==> src/rtl/vme_irq_handler_v2_if.sv <==
// IACK handshake between the interrupt handler and the VME master cycle engine.
// master: the cycle engine (runs the IACK cycle, returns dtack/berr/status_id).
// slave : the interrupt handler (requests the cycle and supplies the level).
interface vme_irq_handler_v2_if #(
  parameter int ID_W  = 8,
  parameter int LVL_W = 3
);
  logic             irq;
  logic [LVL_W-1:0] vec_addr;
  logic             iack;
  logic             dtack;
  logic             berr;
  logic [ID_W-1:0]  status_id;

  modport master (
    output iack, dtack, berr, status_id,
    input  irq, vec_addr
  );

  modport slave (
    input  iack, dtack, berr, status_id,
    output irq, vec_addr
  );
endinterface

==> src/rtl/vme_irq_handler_v2.sv <==
// VME interrupt handler: synchronises the active-low IRQ lines, picks the
// highest enabled level, requests an IACK cycle, captures the status/ID or
// reports berr/timeout, then holds off so a ROAK requester can release.
module vme_irq_handler_v2 #(
  parameter  int NUM_LEVELS     = 7,
  parameter  int SYNC_STAGES    = 2,
  parameter  int ID_W           = 8,
  parameter  int TIMEOUT_CYCLES = 1024,
  parameter  int HOLDOFF_CYCLES = 4,
  localparam int LVL_W          = $clog2(NUM_LEVELS + 1)
) (
  input  logic                  clk,
  input  logic                  reset_n,
  input  logic [NUM_LEVELS-1:0] irq_n,
  input  logic [NUM_LEVELS-1:0] level_mask,
  vme_irq_handler_v2_if.slave   bus,
  output logic                  id_valid,
  output logic [ID_W-1:0]       id_data,
  output logic [LVL_W-1:0]      id_level,
  output logic                  err,
  output logic                  err_code,
  output logic                  busy
);

  localparam int TO_W = (TIMEOUT_CYCLES > 1) ? $clog2(TIMEOUT_CYCLES + 1) : 1;
  localparam int HO_W = (HOLDOFF_CYCLES > 0) ? $clog2(HOLDOFF_CYCLES + 1) : 1;

  // Timeout fires on the cycle the counter holds TIMEOUT_CYCLES-1, i.e. the
  // TIMEOUT_CYCLES-th ACK cycle after irq rose.
  localparam logic [TO_W-1:0] TO_LAST = (TIMEOUT_CYCLES > 0) ? TO_W'(TIMEOUT_CYCLES - 1) : '0;
  localparam logic [HO_W-1:0] HO_LAST = HO_W'(HOLDOFF_CYCLES);

  typedef enum logic [1:0] {
    ST_IDLE    = 2'd0,
    ST_ACK     = 2'd1,
    ST_HOLDOFF = 2'd2
  } state_t;

  state_t                              r_state;
  logic [SYNC_STAGES-1:0][NUM_LEVELS-1:0] r_sync;
  logic [TO_W-1:0]                     r_to_cnt;
  logic [HO_W-1:0]                     r_ho_cnt;
  logic                                r_irq;
  logic [LVL_W-1:0]                    r_vec_addr;
  logic                                r_id_valid;
  logic [ID_W-1:0]                     r_id_data;
  logic [LVL_W-1:0]                    r_id_level;
  logic                                r_err;
  logic                                r_err_code;

  logic [NUM_LEVELS-1:0]               w_active;
  logic                                w_any;
  logic [LVL_W-1:0]                    w_top;

  // Multi-flop synchroniser for the asynchronous backplane IRQ lines (idle high).
  always_ff @(posedge clk or negedge reset_n) begin
    if (!reset_n) begin
      r_sync <= '1;
    end else begin
      r_sync <= {r_sync[SYNC_STAGES-2:0], irq_n};
    end
  end

  assign w_active = ~r_sync[SYNC_STAGES-1] & level_mask;
  assign w_any    = |w_active;

  // Fixed-priority encoder: highest set bit wins, result is 1-based level.
  always_comb begin
    w_top = '0;
    for (int unsigned i = 0; i < NUM_LEVELS; i++) begin
      if (w_active[i]) begin
        w_top = LVL_W'(i + 1);
      end
    end
  end

  // Control FSM with registered outputs: arbitrate, run IACK, hold off.
  always_ff @(posedge clk or negedge reset_n) begin
    if (!reset_n) begin
      r_state    <= ST_IDLE;
      r_to_cnt   <= '0;
      r_ho_cnt   <= '0;
      r_irq      <= 1'b0;
      r_vec_addr <= '0;
      r_id_valid <= 1'b0;
      r_id_data  <= '0;
      r_id_level <= '0;
      r_err      <= 1'b0;
      r_err_code <= 1'b0;
    end else begin
      r_id_valid <= 1'b0;
      r_err      <= 1'b0;
      unique case (r_state)
        ST_IDLE: begin
          if (w_any) begin
            r_vec_addr <= w_top;
            r_irq      <= 1'b1;
            r_to_cnt   <= '0;
            r_state    <= ST_ACK;
          end
        end
        ST_ACK: begin
          // Bus responses take precedence over an expiring timeout, and berr
          // takes precedence over dtack.
          if (bus.iack && bus.berr) begin
            r_err      <= 1'b1;
            r_err_code <= 1'b0;
            r_irq      <= 1'b0;
            r_ho_cnt   <= '0;
            r_state    <= ST_HOLDOFF;
          end else if (bus.iack && bus.dtack) begin
            r_id_valid <= 1'b1;
            r_id_data  <= bus.status_id;
            r_id_level <= r_vec_addr;
            r_irq      <= 1'b0;
            r_ho_cnt   <= '0;
            r_state    <= ST_HOLDOFF;
          end else if ((TIMEOUT_CYCLES != 0) && (r_to_cnt >= TO_LAST)) begin
            r_err      <= 1'b1;
            r_err_code <= 1'b1;
            r_irq      <= 1'b0;
            r_ho_cnt   <= '0;
            r_state    <= ST_HOLDOFF;
          end else if (r_to_cnt != '1) begin
            r_to_cnt <= r_to_cnt + 1'b1;
          end
        end
        ST_HOLDOFF: begin
          if (r_ho_cnt >= HO_LAST) begin
            r_state <= ST_IDLE;
          end else begin
            r_ho_cnt <= r_ho_cnt + 1'b1;
          end
        end
        default: begin
          r_irq   <= 1'b0;
          r_state <= ST_IDLE;
        end
      endcase
    end
  end

  assign bus.irq      = r_irq;
  assign bus.vec_addr = r_vec_addr;
  assign id_valid     = r_id_valid;
  assign id_data      = r_id_data;
  assign id_level     = r_id_level;
  assign err          = r_err;
  assign err_code     = r_err_code;
  assign busy         = (r_state != ST_IDLE);

endmodule

==> src/flat_wrapper.sv <==
// flat-port wrapper written by rule: the top's interface ports become plain ports
module vme_irq_handler_v2_flat 
#(
  parameter  int NUM_LEVELS     = 7,
  parameter  int SYNC_STAGES    = 2,
  parameter  int ID_W           = 8,
  parameter  int TIMEOUT_CYCLES = 1024,
  parameter  int HOLDOFF_CYCLES = 4,
  localparam int LVL_W          = $clog2(NUM_LEVELS + 1)
)
  (clk, reset_n, irq_n, level_mask, id_valid, id_data, id_level, err, err_code, busy, bus_iack, bus_dtack, bus_berr, bus_status_id, bus_irq, bus_vec_addr);
  vme_irq_handler_v2_if #(.ID_W(ID_W), .LVL_W((3))) bus_i ();
  input  logic clk;
  input  logic reset_n;
  input  logic [NUM_LEVELS-1:0] irq_n;
  input  logic [NUM_LEVELS-1:0] level_mask;
  output logic id_valid;
  output logic [ID_W-1:0] id_data;
  output logic [LVL_W-1:0] id_level;
  output logic err;
  output logic err_code;
  output logic busy;
  input wire logic [$bits(bus_i.iack)-1:0] bus_iack;
  input wire logic [$bits(bus_i.dtack)-1:0] bus_dtack;
  input wire logic [$bits(bus_i.berr)-1:0] bus_berr;
  input wire logic [$bits(bus_i.status_id)-1:0] bus_status_id;
  output wire logic [$bits(bus_i.irq)-1:0] bus_irq;
  output wire logic [$bits(bus_i.vec_addr)-1:0] bus_vec_addr;
  assign bus_i.iack = bus_iack;
  assign bus_i.dtack = bus_dtack;
  assign bus_i.berr = bus_berr;
  assign bus_i.status_id = bus_status_id;
  assign bus_irq = bus_i.irq;
  assign bus_vec_addr = bus_i.vec_addr;
  vme_irq_handler_v2 #(.NUM_LEVELS(NUM_LEVELS), .SYNC_STAGES(SYNC_STAGES), .ID_W(ID_W), .TIMEOUT_CYCLES(TIMEOUT_CYCLES), .HOLDOFF_CYCLES(HOLDOFF_CYCLES)) u_core (.clk(clk), .reset_n(reset_n), .irq_n(irq_n), .level_mask(level_mask), .bus(bus_i), .id_valid(id_valid), .id_data(id_data), .id_level(id_level), .err(err), .err_code(err_code), .busy(busy));
endmodule
==> config.mk <==
export PLATFORM = sky130hd
export DESIGN_NAME = vme_irq_handler_v2_flat
export DESIGN_NICKNAME = d
export VERILOG_FILES = /design/src/rtl/vme_irq_handler_v2_if.sv /design/src/rtl/vme_irq_handler_v2.sv /design/src/flat_wrapper.sv
export SDC_FILE = /design/constraint.sdc
export NUM_CORES = 1
export LEC_CHECK = 0
export CORE_ASPECT_RATIO = 0.8
export CORE_MARGIN = 4
export CORE_UTILIZATION = 50
export CTS_CLUSTER_DIAMETER = 50
export DETAILED_ROUTE_END_ITERATION = 16
export PLACE_DENSITY_LB_ADDON = 0.25
export SLEW_MARGIN = 10
export SYNTH_ARGS = -nofsm -noshare
export SYNTH_HDL_FRONTEND = slang
export SYNTH_SLANG_ARGS = --single-unit
==> constraint.sdc <==
create_clock -name clk -period 6.1 [get_ports clk]
set_input_delay 1.525 -clock clk [delete_from_list [all_inputs] [get_ports clk]]
set_output_delay 1.525 -clock clk [all_outputs]
set_load 0.1 [all_outputs]
==> impl_metrics.ini, run 1 <==
[clock_tree]
cts_resized = 0
clkTransAtPathRegs_ps = 80
cts_tree = done
clock_latency_ps = 300
root_buffer = clkbuf_8
clock-sinks = 48
h-tree-depth = 2
numCtsBuffers = 5
post-cts-setup-buffers = 0
cts_hold_buffers = 0
cts_buffer_depth = 2

[sta]
rsz0062_at_grt = false
clock.fmax_mhz = 267
setup_violations = 0
timing.final.crit_share = 0.613
hold_viol = 0
hold_ws_ps = 359
maxSlewViolCount = 0
worstMarginPinSlew_ps = 1060
fin_skew_ps = 5.85
setup-tns-final_ps = 0
relSlewSlack = 0.294
period_minus_slack_ps = 3740

[min_path]
hold_depth = 0
hold_class = flip-flop to flip-flop

[global_route]
grt_pass1_vias = 1411
grt.overflow.total = 0
antenna_found_initial = 0
grt_pass1_wl_um = 6630
track_usage = 0.172
grt_max_degree = 49

[route]
first_iter_violations = 80
wl_um = 3930
drtAntennaViolNets = 0
dr.pass1.iters = 5
wl_per_cell_um = 14.6
drc = 0
vias_per_cell = 5.39
via_count = 1449

[worst_setup_path]
required_ps = 4580
cpMaxStageDelayCell = clkdlybuf4s50_1
path_class = flip-flop to primary output
crit_chain = inv_1 > nand2_1 > clkdlybuf4s50_1
cp-start-kind = flip-flop
max_stage_delay_ps = 1160
cp.arrival_ps = 2220
path_max_fanout = 7
worstRegToRegCells = 6
end_kind = primary output

[power_and_ir_drop]
ir_drop_mv = 0.357
p_leak_nw = 1.07
finalPower_w = 0.00139
p_per_area_nw_per_um2 = 543

[die]
dieWidth_um = 77.7
die_h_um = 63.8
rows = 19
core_area_um2 = 3590
die-area_um2 = 4960
ios = 46
start_util = 0.542

[finish]
final_common_cell = clkdlybuf4s50_1
nNetsFinal = 245
fillCellCount = 263
final_layout_size_suffix_gt1_frac = 0.180
num_antenna_cells = 0
layout_common_cells = clkdlybuf4s50_1 (44), dfrtp_1 (34), nor2_1 (16)
areaGrowthSynthToFinish_pct = 31.7
regArea_um2 = 1220
multi_input_area_um2 = 699

[logic_synthesis]
synth_seq_cells = 48
syn_nets = 194
synthesis.area_um2 = 1950
synth.avg_cell_area_um2 = 11.8
ys_seq_area_frac = 0.626
synth_cell_type_count = 31
yosysWarnings = 0
syn_inst = 165

[job]
cap_violations = 0

[place]
io_buffers = 45
place.gp.congestion = 0.776
hpwl_um = 2910

[outcome]
status = completed
## per-layer routing
metal,up-vias,part of all wire,track usage,routed length [µm]
met5,-,0,0,0
met4,0,0.022,0.0756,85
met3,9,0.055,0.0478,216
met2,54,0.50,0.288,1970
met1,715,0.42,0.210,1650
li1,671,-,-,-
## layout make-up
class / instances / area share
multi-input combinational: 110 / 0.273
inverter: 5 / 0.00732
clock buffer: 6 / 0.0283
tap: 52 / 0.0254
sequential: 48 / 0.476
clock inverter: 2 / 0.0137
timing repair buffer: 46 / 0.177
## synth_stat cells (all sizes together)
cell    count  area [µm²]
nand4       1        6.26
ha          2        25.0
nand3       7        40.0
xnor2       6        52.6
clkbuf      1        3.75
or2         2        12.5
or4         1        7.51
and2b       1        8.76
dfrtp      34         851
dfstp      14         368
nor2b       5        31.3
o31ai       1        7.51
nor2       17        66.3
mux2i       1        10.0
nand2b      4        25.0
nand2      12        47.6
o21ai      12        60.1
buf         1        5.00
nor4bb      1        10.0
nor3        5        25.0
nor4        3        18.8
mux2       11         124
nor3b       1        7.51
o41ai       1        27.5
a41oi       1        8.76
a31oi       2        12.5
inv         5        18.8
a21oi      13        65.1
## cell families (layout without fill, tap and decap cells)
family	after synthesis	in the layout	synth area share
AOI/OAI and AO/OA	30	30	0.0933
xor gates and xnor gates	6	6	0.0270
adders and majority gates	2	2	0.0129
buffers and inverters	7	59	0.0141
DFF	48	48	0.626
muxes	12	12	0.0688
and+or+nand+nor	60	60	0.158
## power breakdown
| part | total, W | internal [W] | switching [W] |
|---|---|---|---|
| clock network | 0.000220 | 0.000122 | 0.0000982 |
| logic | 0.000721 | 0.000178 | 0.000543 |
| registers | 0.000452 | 0.000396 | 0.0000558 |
## worst max-delay path, delay by kind of cell (launching register included)
family / cells / cell delay, ps
DFF: 1 / 460
and+or+nand+nor: 1 / 160
buffers and inverters: 2 / 1290
## sequential cells by signal, summed over array words and instances, names as in the netlist
signal and flops:
u_core.r_sync 14, u_core.r_to_cnt 11, u_core.id_data 8, u_core.bus.vec_addr 3, u_core.id_level 3, u_core.r_ho_cnt 3
u_core.r_state 2, u_core.bus.irq 1, u_core.err 1, u_core.err_code 1, u_core.id_valid 1
## path summary, 6_finish.rpt
| path | from | end | slack, ps |
|---|---|---|---|
| setup / recovery | u_core.r_state[0] | busy | 2360 |
| hold / removal | u_core.r_sync[3] | u_core.r_sync[10] | 360 |
| setup reg to reg | u_core.r_to_cnt[0] | u_core.r_to_cnt[8] | 3890 |
| hold reg to reg | u_core.r_sync[3] | u_core.r_sync[10] | 360 |
| max in group asynchronous | reset_n | u_core.r_to_cnt[4] | 4090 |
| min in group asynchronous | reset_n | u_core.err_code | 1390 |
## through the flow
stage / cell area (µm²) / instances / worst slack (ps) / utilization
6_report: 2560 / 269 / 2360 / 0.714
4_1_cts: 2560 / 269 / 2380 / 0.714
3_5_place_dp: 2450 / 261 / 2530 / 0.684
5_1_grt: 2560 / 269 / 2290 / 0.714
3_3_place_gp: 2450 / 261 / 2670 / 0.684
2_1_floorplan: 1950 / 165 / 3310 / -
Note: power is estimated with default switching activity, not from simulation.
==> inputs of run 2 (changes only) <==
--- a/config.mk
+++ b/config.mk
@@ -7,7 +7,7 @@
 export LEC_CHECK = 0
 export CORE_ASPECT_RATIO = 0.8
 export CORE_MARGIN = 4
-export CORE_UTILIZATION = 50
+export CORE_UTILIZATION = 44
 export CTS_CLUSTER_DIAMETER = 50
 export DETAILED_ROUTE_END_ITERATION = 16
 export PLACE_DENSITY_LB_ADDON = 0.25
==> constraint.sdc (replaced) <==
create_clock -name clk -period 3.1 [get_ports clk]
set_input_delay 0.775 -clock clk [delete_from_list [all_inputs] [get_ports clk]]
set_output_delay 0.775 -clock clk [all_outputs]
set_load 0.1 [all_outputs]
==> run 2 against run 1 <==
Net effect:
- critical path depth is 4 higher
- wire length is 1.5% lower
- clock-buffer cell count is 1 higher
- sequential share of layout area is 1.1 points higher
- global-route usage is 1.7 points lower
- critical endpoint is now u_core.r_to_cnt[1]
==> impl_metrics.ini, run 2 (same netlist as run 1, synthesis figures left out) <==
[global_route]
grt_pass1_vias = 1408
grt_max_degree = 49
grt.overflow.total = 0
antenna_found_initial = 0
track_usage = 0.155
grt_pass1_wl_um = 6300

[min_path]
hold_class = flip-flop to flip-flop

[die]
start_util = 0.460
dieWidth_um = 82.3
ios = 46
rows = 21
die_h_um = 67.5
die-area_um2 = 5560
core_area_um2 = 4230

[sta]
hold_viol = 0
setup-tns-final_ps = 0
period_minus_slack_ps = 2460
rsz0062_at_grt = false
fin_ws_ps = 640
worstMarginPinSlew_ps = 1030
timing.final.crit_share = 0.794
maxSlewViolCount = 0
setup_violations = 0
fin_skew_ps = 7.77
clock.fmax_mhz = 406
relSlewSlack = 0.311

[finish]
final_core_utilization = 0.592
fin_cells = 275
regMostFlops = u_core.r_sync
nNetsFinal = 246
largest_reg_flops = 14
fillCellCount = 346
final_common_cell = dfrtp_1
final_layout_size_suffix_gt1_frac = 0.266
areaGrowthSynthToFinish_pct = 28.6
num_antenna_cells = 0
layout_common_cells = dfrtp_1 (34), clkdlybuf4s50_1 (25), buf_4 (21)

[job]
cap_violations = 0

[power_and_ir_drop]
p_per_area_nw_per_um2 = 1050
p_leak_nw = 1.09
ir_drop_mv = 0.571
finalPower_w = 0.00262

[worst_setup_path]
cp.arrival_ps = 2680
path_max_fanout = 9
end_kind = flip-flop
path_class = input pin to flip-flop
required_ps = 3320
cp-start-kind = input pin

[clock_tree]
cts_resized = 0
clock-sinks = 48
clock_latency_ps = 300
h-tree-depth = 2
numCtsBuffers = 5
root_buffer = clkbuf_8
post-cts-setup-buffers = 0
clkTransAtPathRegs_ps = 90
cts_hold_buffers = 0
cts_buffer_depth = 2
cts_tree = done

[route]
drc = 0
first_iter_violations = 124
drtAntennaViolNets = 0
wl_um = 3870
vias_per_cell = 5.11
dr.pass1.iters = 4
via_count = 1404
wl_per_cell_um = 14.1

[place]
dp_cells = 267
place.gp.congestion = 0.817
hpwl_um = 2840
io_buffers = 45
place_ws_ps = 343

[outcome]
status = completed
run 2: worst max-delay path, cell delays in order:
cell	delay, ps
clkdlybuf4s50_1	400
nor2b_1	150
nor4bb_1	530
a21oi_1	290
buf_4	240
nand2b_1	140
o21ai_0	160
run 2: cell type report:
| cell class | instances | area, µm² | area share |
|---|---|---|---|
| clock buffers | 7 | 76.3 | 0.0305 |
| multi-input cells | 110 | 699 | 0.280 |
| inverters | 5 | 18.8 | 0.00750 |
| clock inverters | 1 | 5.00 | 0.00200 |
| flip-flops and latches | 48 | 1220 | 0.487 |
| well taps | 57 | 71.3 | 0.0285 |
| repair buffers | 47 | 413 | 0.165 |
run 2: layer usage:
| layer | track usage | routed length (µm) |
|---|---|---|
| met1 | 0.199 | 1700 |
| met2 | 0.232 | 1830 |
| met3 | 0.0613 | 263 |
| met4 | 0.0685 | 66 |
| met5 | 0 | 0 |
run 2: report_power, final:
group	internal, W	switching [W]
Combinational	0.000318	0.00106
Sequential	0.000779	0.000106
Clock	0.000158	0.000193
run 2: worst paths after layout:
| check | from | endpoint | slack [ps] | depth (start not counted) |
|---|---|---|---|---|
| setup / recovery | level_mask[3] | u_core.r_to_cnt[1] | 640 | 7 |
| setup reg to reg | u_core.r_to_cnt[0] | u_core.r_to_cnt[8] | 970 | 6 |
| min in group asynchronous | reset_n | u_core.r_to_cnt[5] | 650 | 1 |
| hold / removal | u_core.r_sync[0] | u_core.r_sync[7] | 360 | 0 |
| hold reg to reg | u_core.r_sync[0] | u_core.r_sync[7] | 360 | 0 |
| max in group asynchronous | reset_n | u_core.id_level[0] | 1810 | 1 |
run 2: stage by stage:
stage / cell area, µm² / hold WS (ps)
CTS: 2500 / 359
global route: 2500 / 362
global placement: 2420 / 345
detailed placement: 2420 / 347
finish: 2500 / 358
floorplan: 1950 / 345
